===== src/rtl/video_sync_normalizer_pkg.sv =====
// Shared types and defaults for the video conditioning path.
// Holds the pixel struct, counter-width defaults and the polarity vote helper.
package video_pkg;

  localparam int DW_DEF     = 8;
  localparam int HCNT_W_DEF = 12;
  localparam int VCNT_W_DEF = 11;

  typedef struct packed {
    logic [DW_DEF-1:0] r;
    logic [DW_DEF-1:0] g;
    logic [DW_DEF-1:0] b;
  } rgb_t;

  // The level that dominated the last period is the idle level.
  // Mostly-high therefore means active-low. A tie keeps the current verdict.
  function automatic logic pol_decide(input logic cur, input logic hi_more, input logic lo_more);
    if (hi_more) return 1'b1;
    if (lo_more) return 1'b0;
    return cur;
  endfunction

endpackage


===== src/rtl/video_sync_normalizer_sync_pol_detect.sv =====
// Sync polarity detector: counts high/low samples per period (saturating)
// and votes the polarity at each period boundary.
module sync_pol_detect
  import video_pkg::*;
#(
  parameter int CW        = HCNT_W_DEF,
  parameter bit KEEP_TICK = 1'b0
) (
  input  logic clk_sys,
  input  logic reset,
  input  logic tick_en,
  input  logic level,
  input  logic boundary,
  output logic pol
);

  localparam logic [CW-1:0] CNT_MAX = '1;
  localparam logic [CW-1:0] CNT_ONE = {{(CW-1){1'b0}}, 1'b1};

  logic [CW-1:0] hi_cnt;
  logic [CW-1:0] lo_cnt;
  logic          seed_hi;
  logic          seed_lo;

  // KEEP_TICK lets the boundary sample open the new period instead of being dropped.
  assign seed_hi = KEEP_TICK & tick_en & level;
  assign seed_lo = KEEP_TICK & tick_en & ~level;

  always_ff @(posedge clk_sys or posedge reset) begin
    if (reset) begin
      hi_cnt <= '0;
      lo_cnt <= '0;
      pol    <= 1'b0;
    end else if (boundary) begin
      pol    <= pol_decide(pol, hi_cnt > lo_cnt, hi_cnt < lo_cnt);
      hi_cnt <= {{(CW-1){1'b0}}, seed_hi};
      lo_cnt <= {{(CW-1){1'b0}}, seed_lo};
    end else if (tick_en) begin
      if (level && (hi_cnt != CNT_MAX)) hi_cnt <= hi_cnt + CNT_ONE;
      if (!level && (lo_cnt != CNT_MAX)) lo_cnt <= lo_cnt + CNT_ONE;
    end
  end

endmodule


===== src/rtl/video_sync_normalizer.sv =====
// Normalizes raw core video for the scandoubler: active-high syncs,
// VSync re-timed to HSync leading edges, and colour blanked, all 1 ce late.
module video_sync_normalizer
  import video_pkg::*;
#(
  parameter int DW     = DW_DEF,
  parameter int HCNT_W = HCNT_W_DEF,
  parameter int VCNT_W = VCNT_W_DEF
) (
  input  logic          clk_sys,
  input  logic          reset,
  input  logic          ce_pix,
  input  logic [DW-1:0] r_in,
  input  logic [DW-1:0] g_in,
  input  logic [DW-1:0] b_in,
  input  logic          hs_in,
  input  logic          vs_in,
  input  logic          hb_in,
  input  logic          vb_in,
  output logic [DW-1:0] r_out,
  output logic [DW-1:0] g_out,
  output logic [DW-1:0] b_out,
  output logic          hs_out,
  output logic          vs_out,
  output logic          hb_out,
  output logic          vb_out,
  output logic          de_out,
  output logic          hs_pol,
  output logic          vs_pol
);

  logic hs_prev;
  logic vs_prev;
  logic hs_n;
  logic hs_rise;
  logic vs_rise;
  logic hs_lead;
  logic blank;

  // hs_out holds the previous normalized HS, so it doubles as edge history.
  assign hs_n    = hs_in ^ hs_pol;
  assign hs_rise = ce_pix & hs_in & ~hs_prev;
  assign vs_rise = ce_pix & vs_in & ~vs_prev;
  assign hs_lead = ce_pix & hs_n & ~hs_out;
  assign blank   = hb_in | vb_in;

  always_ff @(posedge clk_sys or posedge reset) begin
    if (reset) begin
      hs_prev <= 1'b0;
      vs_prev <= 1'b0;
      r_out   <= '0;
      g_out   <= '0;
      b_out   <= '0;
      hs_out  <= 1'b0;
      vs_out  <= 1'b0;
      hb_out  <= 1'b0;
      vb_out  <= 1'b0;
      de_out  <= 1'b0;
    end else if (ce_pix) begin
      hs_prev <= hs_in;
      vs_prev <= vs_in;
      r_out   <= blank ? '0 : r_in;
      g_out   <= blank ? '0 : g_in;
      b_out   <= blank ? '0 : b_in;
      hb_out  <= hb_in;
      vb_out  <= vb_in;
      de_out  <= ~blank;
      hs_out  <= hs_n;
      if (hs_lead) vs_out <= vs_in ^ vs_pol;
    end
  end

  sync_pol_detect #(.CW(HCNT_W), .KEEP_TICK(1'b1)) u_hs_pol (
    .clk_sys  (clk_sys),
    .reset    (reset),
    .tick_en  (ce_pix),
    .level    (hs_in),
    .boundary (hs_rise),
    .pol      (hs_pol)
  );

  // Line ticks count VS level once per line; a coincident frame boundary drops the tick.
  sync_pol_detect #(.CW(VCNT_W), .KEEP_TICK(1'b0)) u_vs_pol (
    .clk_sys  (clk_sys),
    .reset    (reset),
    .tick_en  (hs_lead),
    .level    (vs_in),
    .boundary (vs_rise),
    .pol      (vs_pol)
  );

endmodule


===== config.mk =====
export PLATFORM = sky130hd
export DESIGN_NAME = video_sync_normalizer
export DESIGN_NICKNAME = d
export VERILOG_FILES = /design/src/rtl/video_sync_normalizer_pkg.sv /design/src/rtl/video_sync_normalizer_sync_pol_detect.sv /design/src/rtl/video_sync_normalizer.sv
export SDC_FILE = /design/constraint.sdc
export NUM_CORES = 1
export LEC_CHECK = 0
export ABC_CLOCK_PERIOD_IN_PS = 2420
export BUFFER_PORTS_ARGS = -buffer_cell sky130_fd_sc_hd__buf_2
export CORE_MARGIN = 2
export CORE_UTILIZATION = 32
export CTS_BUF_LIST = sky130_fd_sc_hd__clkbuf_8 sky130_fd_sc_hd__clkbuf_16
export CTS_CLUSTER_SIZE = 16
export DETAILED_ROUTE_END_ITERATION = 6
export GPL_TIMING_DRIVEN = 1
export SYNTH_ARGS = -nofsm -noshare
export SYNTH_HDL_FRONTEND = slang
export SYNTH_SLANG_ARGS = --single-unit

===== constraint.sdc =====
create_clock -name clk_sys -period 2.42 [get_ports clk_sys]
set_input_delay 0.121 -clock clk_sys [delete_from_list [all_inputs] [get_ports clk_sys]]
set_output_delay 0.121 -clock clk_sys [all_outputs]
set_load 0.02 [all_outputs]

==> summary.md, run 1 <==
| Metric | Value |
|---|---|
| Vias per Instance | `roughly 5.1` |
| Critical path type | `reg2reg` |
| Starting Density | `0.329` |
| MaxCap Viol Count | `0` |
| Flop pwr share | `0.434` |
| Synth warn | `0` |
| Pre-CTS worst setup slack | `between 0.5 and 0.6 ns` |
| Tmin final | `1.93 ns` |
| VDD IR-drop max | `0.333 mV` |
| DRT antenna net count | `0` |
| Setup TNS | `0 ns` |
| Layout Area Growth over Synthesis | `23.1%` |
| Rel. slew slack | `0.537` |
| Vias in the first global route | `3307` |
| Worst slew pin tran | `between 0.6 and 0.7 ns` |
| RSZ-0062 raised after global routing | `no` |
| GR Layer Usage met3 | `0.0233` |
| Clk network pwr share | `0.377` |
| Pin count of the biggest net entering global routing | `just over 40` |
| Core footprint | `around 0.013 sq mm` |
| Final Cell Area | `0.00510 sq mm` |
| Pwr Total | `about 3.6 mW` |
| Final Core Density | `0.405` |
| Antenna fix cells | `0` |
| Worst-Skew Late Latency | `around 0.33 ns` |
| Most common cell after layout, fill and taps aside | `dfrtp_1` |
| Port Buffers | `61` |
| Post-CTS setup buffer count | `0` |
| Switching share of power | `0.298` |
| PostCTS Resize Cnt | `0` |
| Maximum clock frequency | `between 0.5 and 0.6 GHz` |
| Non-Filler Instances | `672` |
| Unique masters post-synth | `46` |
| Pleak | `around 2.4 nW` |
| First-pass GRT wire length | `approximately 16000 um` |
| Worst-path clk slew | `around 0.060 ns` |
| Yosys top cell by area | `dfrtp_1` |
| GR Util met2 | `0.227` |
| Die span in y | `118 um` |
| Sequential fraction of the synthesis area | `0.477` |
| Gr ovfl total | `0` |
| Final Max Tran Viols | `0` |
| Post-route setup slack | `between 0.4 and 0.5 ns` |
| Leading cell types in the layout, fill and taps excluded | `79 x dfrtp_1, 61 x buf_2, 40 x nor2_1` |
| Asr flop ratio synth | `1.00` |
| Synth top area share | `0.477` |
| EDFF count, synth | `0` |
| Skew final | `roughly 0.0087 ns` |
| Internal power | `roughly 2.5 mW` |
| Avg Inst Size Synth | `around 10 sq um` |
| Drt total wl | `9420 um` |
| Layout cells sized above 1 | `0.192` |
| # fillers | `~1300` |
| Root Driver | `clkbuf_16` |
| Post-Syn Area | `0.00415 sq mm` |
| Mapped Cells | `between 400 and 500` |
| Sw Pwr | `around 1.1 mW` |
| Seq cells post-synth | `a little under 80` |
| CTS sink count | `79` |
| Met1 Resource Use GR | `0.188` |
| Initial drt markers | `136` |
| Final number of hold-violating endpoints | `0` |
| Nets | `553` |
| Crit-path max FO | `9` |
| Chip width | `118 um` |
| Initial antenna violation count | `0` |
| Min-Delay Path Class | `in2reg` |
| Routability cong. | `approximately 0.8` |
| PwrDens | `between 700 and 800 mW/mm^2` |
| CP Data Arrival Time | `~2.2 ns` |
| Total CTS buffers | `9` |
| Clock Tree Buf Depth | `2` |
| Dpl hpwl | `a little under 7000 um` |
| Gr usage total | `0.141` |
| CTS tree | `built` |
| Inst Count DP | `approximately 650` |
| Final Setup Violations | `0` |
| Top area cells in the synthesized netlist | `dfrtp_1 48%, ha_1 8.1%, a22o_1 5.3%` |
| Mapped Nets | `between 400 and 500` |
| Routed vias | `3396` |
| Startpoint types | `flip-flop` |
| Core Rows | `slightly above 40` |
| Initial DRT Pass Iterations | `4` |
| Status | `complete, no violations` |
| Combinational Power Share | `0.189` |
| Worst Path Required | `about 2.7 ns` |
| Hold WS | `approximately 0.0056 ns` |
| Most Crowded Layer GR | `met2` |
| H-tree Lvls | `3` |
| Top FF cell, synth | `dfrtp_1` |
| Placement Cell Area | `~0.0047 sq mm` |
| I/O pins | `62` |
| Drt wl/cell | `between 10 and 15 um` |
| Part of the cycle the worst path needs | `0.796` |
| Critical path endpoint category | `flip-flop` |
| DRC violation count after routing | `0` |
| Die area | `between 0.01 and 0.015 sq mm` |
## path summary, 6_finish.rpt
| kind | from | endpoint | slack, ns | cells after the start |
|---|---|---|---|---|
| worst max-delay path | u_vs_pol.lo_cnt[0] | u_vs_pol.lo_cnt[3] | 0.49 | 6 |
| worst min-delay path | g_in[0] | g_out[0] | 0.006 | 2 |
| worst max register to register | u_vs_pol.lo_cnt[0] | u_vs_pol.lo_cnt[3] | 0.49 | 6 |
| worst min register to register | de_out | de_out | 0.47 | 1 |
| max in group asynchronous | reset | u_hs_pol.hi_cnt[6] | 1.38 | 4 |
| min in group asynchronous | reset | u_vs_pol.lo_cnt[3] | 0.41 | 3 |
## what timing repair did
action / CTS / global route
hold endpoints to repair: 49 / 0
hold buffers: 11 / 0
endpoints found under the setup margin: 0 / 0
## power groups by stage
stage / Combinational, mW / Sequential, mW / Clock [mW]
2_1_floorplan: 0.412 / 1.63 / 0
3_3_place_gp: 0.663 / 1.60 / 0
3_5_place_dp: 0.681 / 1.60 / 0
4_1_cts: 0.697 / 1.57 / 1.41
5_1_grt: 0.775 / 1.60 / 1.48
6_report: 0.686 / 1.57 / 1.37
## layout make-up
| type | instances | area (sq um) | share of cell area |
|---|---|---|---|
| Clock buffer | 9 | 225 | 0.0441 |
| Sequential cell | 79 | 1980 | 0.387 |
| Multi-Input combinational cell | 296 | 2010 | 0.394 |
| Tap cell | 172 | 215 | 0.0422 |
| Inverter | 30 | 114 | 0.0223 |
| Timing Repair Buffer | 79 | 480 | 0.0941 |
| Clock inverter | 7 | 80.1 | 0.0157 |
## flip-flops by register name, indices dropped and copies added, names as in the netlist
signal           count
u_hs_pol.pol         1
u_hs_pol.lo_cnt     12
hb_out               1
u_vs_pol.lo_cnt     11
r_out                8
b_out                8
vb_out               1
vs_out               1
hs_prev              1
vs_prev              1
u_hs_pol.hi_cnt     12
hs_out               1
u_vs_pol.hi_cnt     11
de_out               1
u_vs_pol.pol         1
g_out                8
## critical path: stages (launching register included)
cell and delay [ns]:
dfrtp_1 0.43, ha_1 0.25, and4_1 0.22, nand4_1 0.36, nand2_4 0.10, or3_1 0.36, a21oi_1 0.14
## kinds of logic after synthesis
family / count (synthesis) / share of synthesized area
AOI/OAI and AO/OA: 93 / 0.151
xor gates and xnor gates: 24 / 0.0525
adders and majority gates: 27 / 0.0814
buffers and inverters: 41 / 0.0392
DFF: 79 / 0.477
muxes: 2 / 0.00543
and+or+nand+nor: 150 / 0.194
## cells in the mapped netlist, types with 11 or more instances
cell type / number
a21oi_1: 26
nand4_1: 19
nor2_1: 40
and3_1: 11
o21ai_0: 17
xnor2_1: 13
nand3_1: 20
nand2_1: 18
inv_1: 29
dfrtp_1: 79
a22o_1: 25
ha_1: 27
## per-layer routing
layer	part of all wire	up-vias
li1	-	1677
met4	0.015	0
met5	0	-
met1	0.47	1653
met3	0.032	9
met2	0.48	57
Power figures use the tool's default switching activity.
==> run 2, diff against run 1 <==
--- a/config.mk
+++ b/config.mk
@@ -5,7 +5,7 @@
 export SDC_FILE = /design/constraint.sdc
 export NUM_CORES = 1
 export LEC_CHECK = 0
-export ABC_CLOCK_PERIOD_IN_PS = 2420
+export ABC_CLOCK_PERIOD_IN_PS = 2000
 export BUFFER_PORTS_ARGS = -buffer_cell sky130_fd_sc_hd__buf_2
 export CORE_MARGIN = 2
 export CORE_UTILIZATION = 32
==> constraint.sdc (replaced) <==
create_clock -name clk_sys -period 2 [get_ports clk_sys]
set_input_delay 0.1 -clock clk_sys [delete_from_list [all_inputs] [get_ports clk_sys]]
set_output_delay 0.1 -clock clk_sys [all_outputs]
set_load 0.02 [all_outputs]
==> summary.md, run 2 (synthesis results as in run 1) <==
| Metric | Value |
|---|---|
| Startpoint types | `flip-flop` |
| Drt wl/cell | `approximately 14 um` |
| Starting Density | `0.329` |
| Pin count of the biggest net entering global routing | `80` |
| MaxCap Viol Count | `0` |
| Die area | `0.0139 sq mm` |
| Gr ovfl total | `0` |
| Gr usage total | `0.144` |
| Hold WS | `just under 0.04 ns` |
| Layout Area Growth over Synthesis | `27.1%` |
| Port Buffers | `~60` |
| CTS sink count | `slightly below 80` |
| Final Setup Violations | `0` |
| Tmin final | `roughly 1.9 ns` |
| Worst R2R Start | `u_vs_pol.lo_cnt[0]` |
| Worst R2R Setup Slack | `around 0.14 ns` |
| RSZ-0062 raised after global routing | `no` |
| Switching share of power | `0.309` |
| Final number of hold-violating endpoints | `0` |
| Crit path from | `u_vs_pol.lo_cnt[0]` |
| Pleak | `around 2.5 nW` |
| Sw Pwr | `approximately 1.3 mW` |
| Vias in the first global route | `approximately 3400` |
| DRC violation count after routing | `0` |
| Chip width | `118 um` |
| First-pass GRT wire length | `16400 um` |
| CP peak stage delay | `0.44 ns` |
| VDD IR-drop max | `around 0.37 mV` |
| Worst slew pin tran | `~0.51 ns` |
| Maximum clock frequency | `around 0.54 GHz` |
| Worst Path Required | `~2.3 ns` |
| Worst-path clk slew | `about 0.06 ns` |
| Worst-Skew Late Latency | `0.33 ns` |
| Skew final | `0.00727 ns` |
| Clock Tree Buf Depth | `2` |
| Leading cell types in the layout, fill and taps excluded | `79 x dfrtp_1, 61 x buf_2, 40 x nor2_1` |
| Initial drt markers | `205` |
| Most common cell after layout, fill and taps aside | `dfrtp_1` |
| Crit-path max FO | `8` |
| Nets | `573` |
| Final Core Density | `0.418` |
| I/O pins | `62` |
| Capturing point of the worst reg2reg path | `u_vs_pol.lo_cnt[3]` |
| Critical path endpoint category | `flip-flop` |
| CTS tree | `built` |
| Total CTS buffers | `9` |
| Final Max Tran Viols | `0` |
| Routability cong. | `around 0.81` |
| Core footprint | `0.0126 sq mm` |
| Rel. slew slack | `0.658` |
| Drt total wl | `~9500 um` |
| Core Rows | `41` |
| Internal power | `between 2 and 3 mW` |
| Clk network pwr share | `0.358` |
| Dpl hpwl | `between 6000 and 7000 um` |
| Routed vias | `roughly 3500` |
| # fillers | `1249` |
| Critical path type | `reg2reg` |
| Root Driver | `clkbuf_16` |
| Part of the cycle the worst path needs | `0.932` |
| Setup TNS | `0 ns` |
| Die span in y | `around 120 um` |
| Initial DRT Pass Iterations | `4` |
| PwrDens | `about 820 mW/mm^2` |
| Antenna fix cells | `0` |
| Vias per Instance | `~5` |
| Regs by FF count | `u_hs_pol.hi_cnt: 12 flops, u_hs_pol.lo_cnt: 12 flops` |
| CP Data Arrival Time | `~2.1 ns` |
| Status | `complete, no violations` |
| DRT antenna net count | `0` |
| Initial antenna violation count | `0` |
| Critical-path cell list | `ha_1 -> and4_1 -> nand4_1 -> buf_4 -> nand2_4 -> or3_1 -> a21oi_1` |
| H-tree Lvls | `3` |
| Slowest CP cell | `dfrtp_1` |
| Worst Reg-to-Reg Cells | `7` |
| Combinational Power Share | `0.202` |
| Critical Path End | `u_vs_pol.lo_cnt[3]` |
| Min-Delay Path Class | `in2reg` |
| Layout cells sized above 1 | `0.196` |
| Flop pwr share | `0.440` |
-- run 2: cell count changes in the layout (fill, tap and decap cells not counted) --
cell,before,now
dlygate4sd3_1,11,25
buf_4,6,12
clkinvlp_4,1,3
bufinv_16,1,0
clkinv_2,2,1
clkinv_4,1,2
inv_6,2,1
-- run 2: routing by layer --
| metal | GRT usage | part of all wire | up-vias |
|---|---|---|---|
| li1 | - | - | 1718 |
| met1 | 0.190 | 0.46 | 1693 |
| met2 | 0.234 | 0.48 | 73 |
| met3 | 0.0349 | 0.042 | 13 |
| met4 | 0.0452 | 0.017 | 0 |
| met5 | 0 | 0 | - |
-- run 2: worst min-delay path by stage --
stage	startpoint	to	slack [ns]	cells after the start
floorplan	b_in[5]	b_out[5]	0.23	1
global placement	reset	u_vs_pol.lo_cnt[3]	0.25	3
detailed placement	reset	u_vs_pol.lo_cnt[5]	0.25	3
CTS	hb_in	hb_out	0.03	2
global route	vb_in	vb_out	0.03	2
finish	hb_in	hb_out	0.04	2
-- run 2: cell type report --
| class | instances | area [sq um] | area share |
|---|---|---|---|
| well taps | 172 | 215 | 0.0408 |
| clock buffers | 9 | 225 | 0.0427 |
| multi-input cells | 296 | 2010 | 0.382 |
| repair buffers | 99 | 666 | 0.126 |
| inverters | 30 | 116 | 0.0221 |
| flip-flops and latches | 79 | 1980 | 0.375 |
| clock inverters | 7 | 57.6 | 0.0109 |
-- run 2: timing repair --
action	CTS	global route
hold buffers	25	0
hold endpoints to repair	103	0
gates resized for setup	0	0
setup buffers	0	1
setup endpoints to repair	0	7
-- run 2: critical path, delay by kind of cell, from the launching register on --
kind | cells | cell delay [ns]
simple gates | 4 | 0.77
flops | 1 | 0.44
fa+ha+maj | 1 | 0.26
buf+inv | 1 | 0.19
compound gates | 1 | 0.14
-- run 2: power groups by stage --
| stage | Clock (mW) | Sequential (mW) | Combinational, mW |
|---|---|---|---|
| after global placement | 0 | 1.92 | 0.821 |
| after CTS | 1.59 | 1.90 | 0.876 |
| after detailed placement | 0 | 1.92 | 0.837 |
| after floorplan | 0 | 1.98 | 0.499 |
| after global routing | 1.67 | 1.92 | 0.972 |
| final | 1.54 | 1.89 | 0.868 |
-- run 2: stage by stage --
stage	std cells	worst slack, ns	area [sq um]	power (mW)
6_report	692	0.135	5270	4.31
3_3_place_gp	650	0.155	4730	2.74
3_5_place_dp	650	0.0829	4730	2.76
5_1_grt	692	0.0554	5270	4.56
4_1_cts	691	0.0623	5260	4.36
2_1_floorplan	416	0.255	4150	2.47
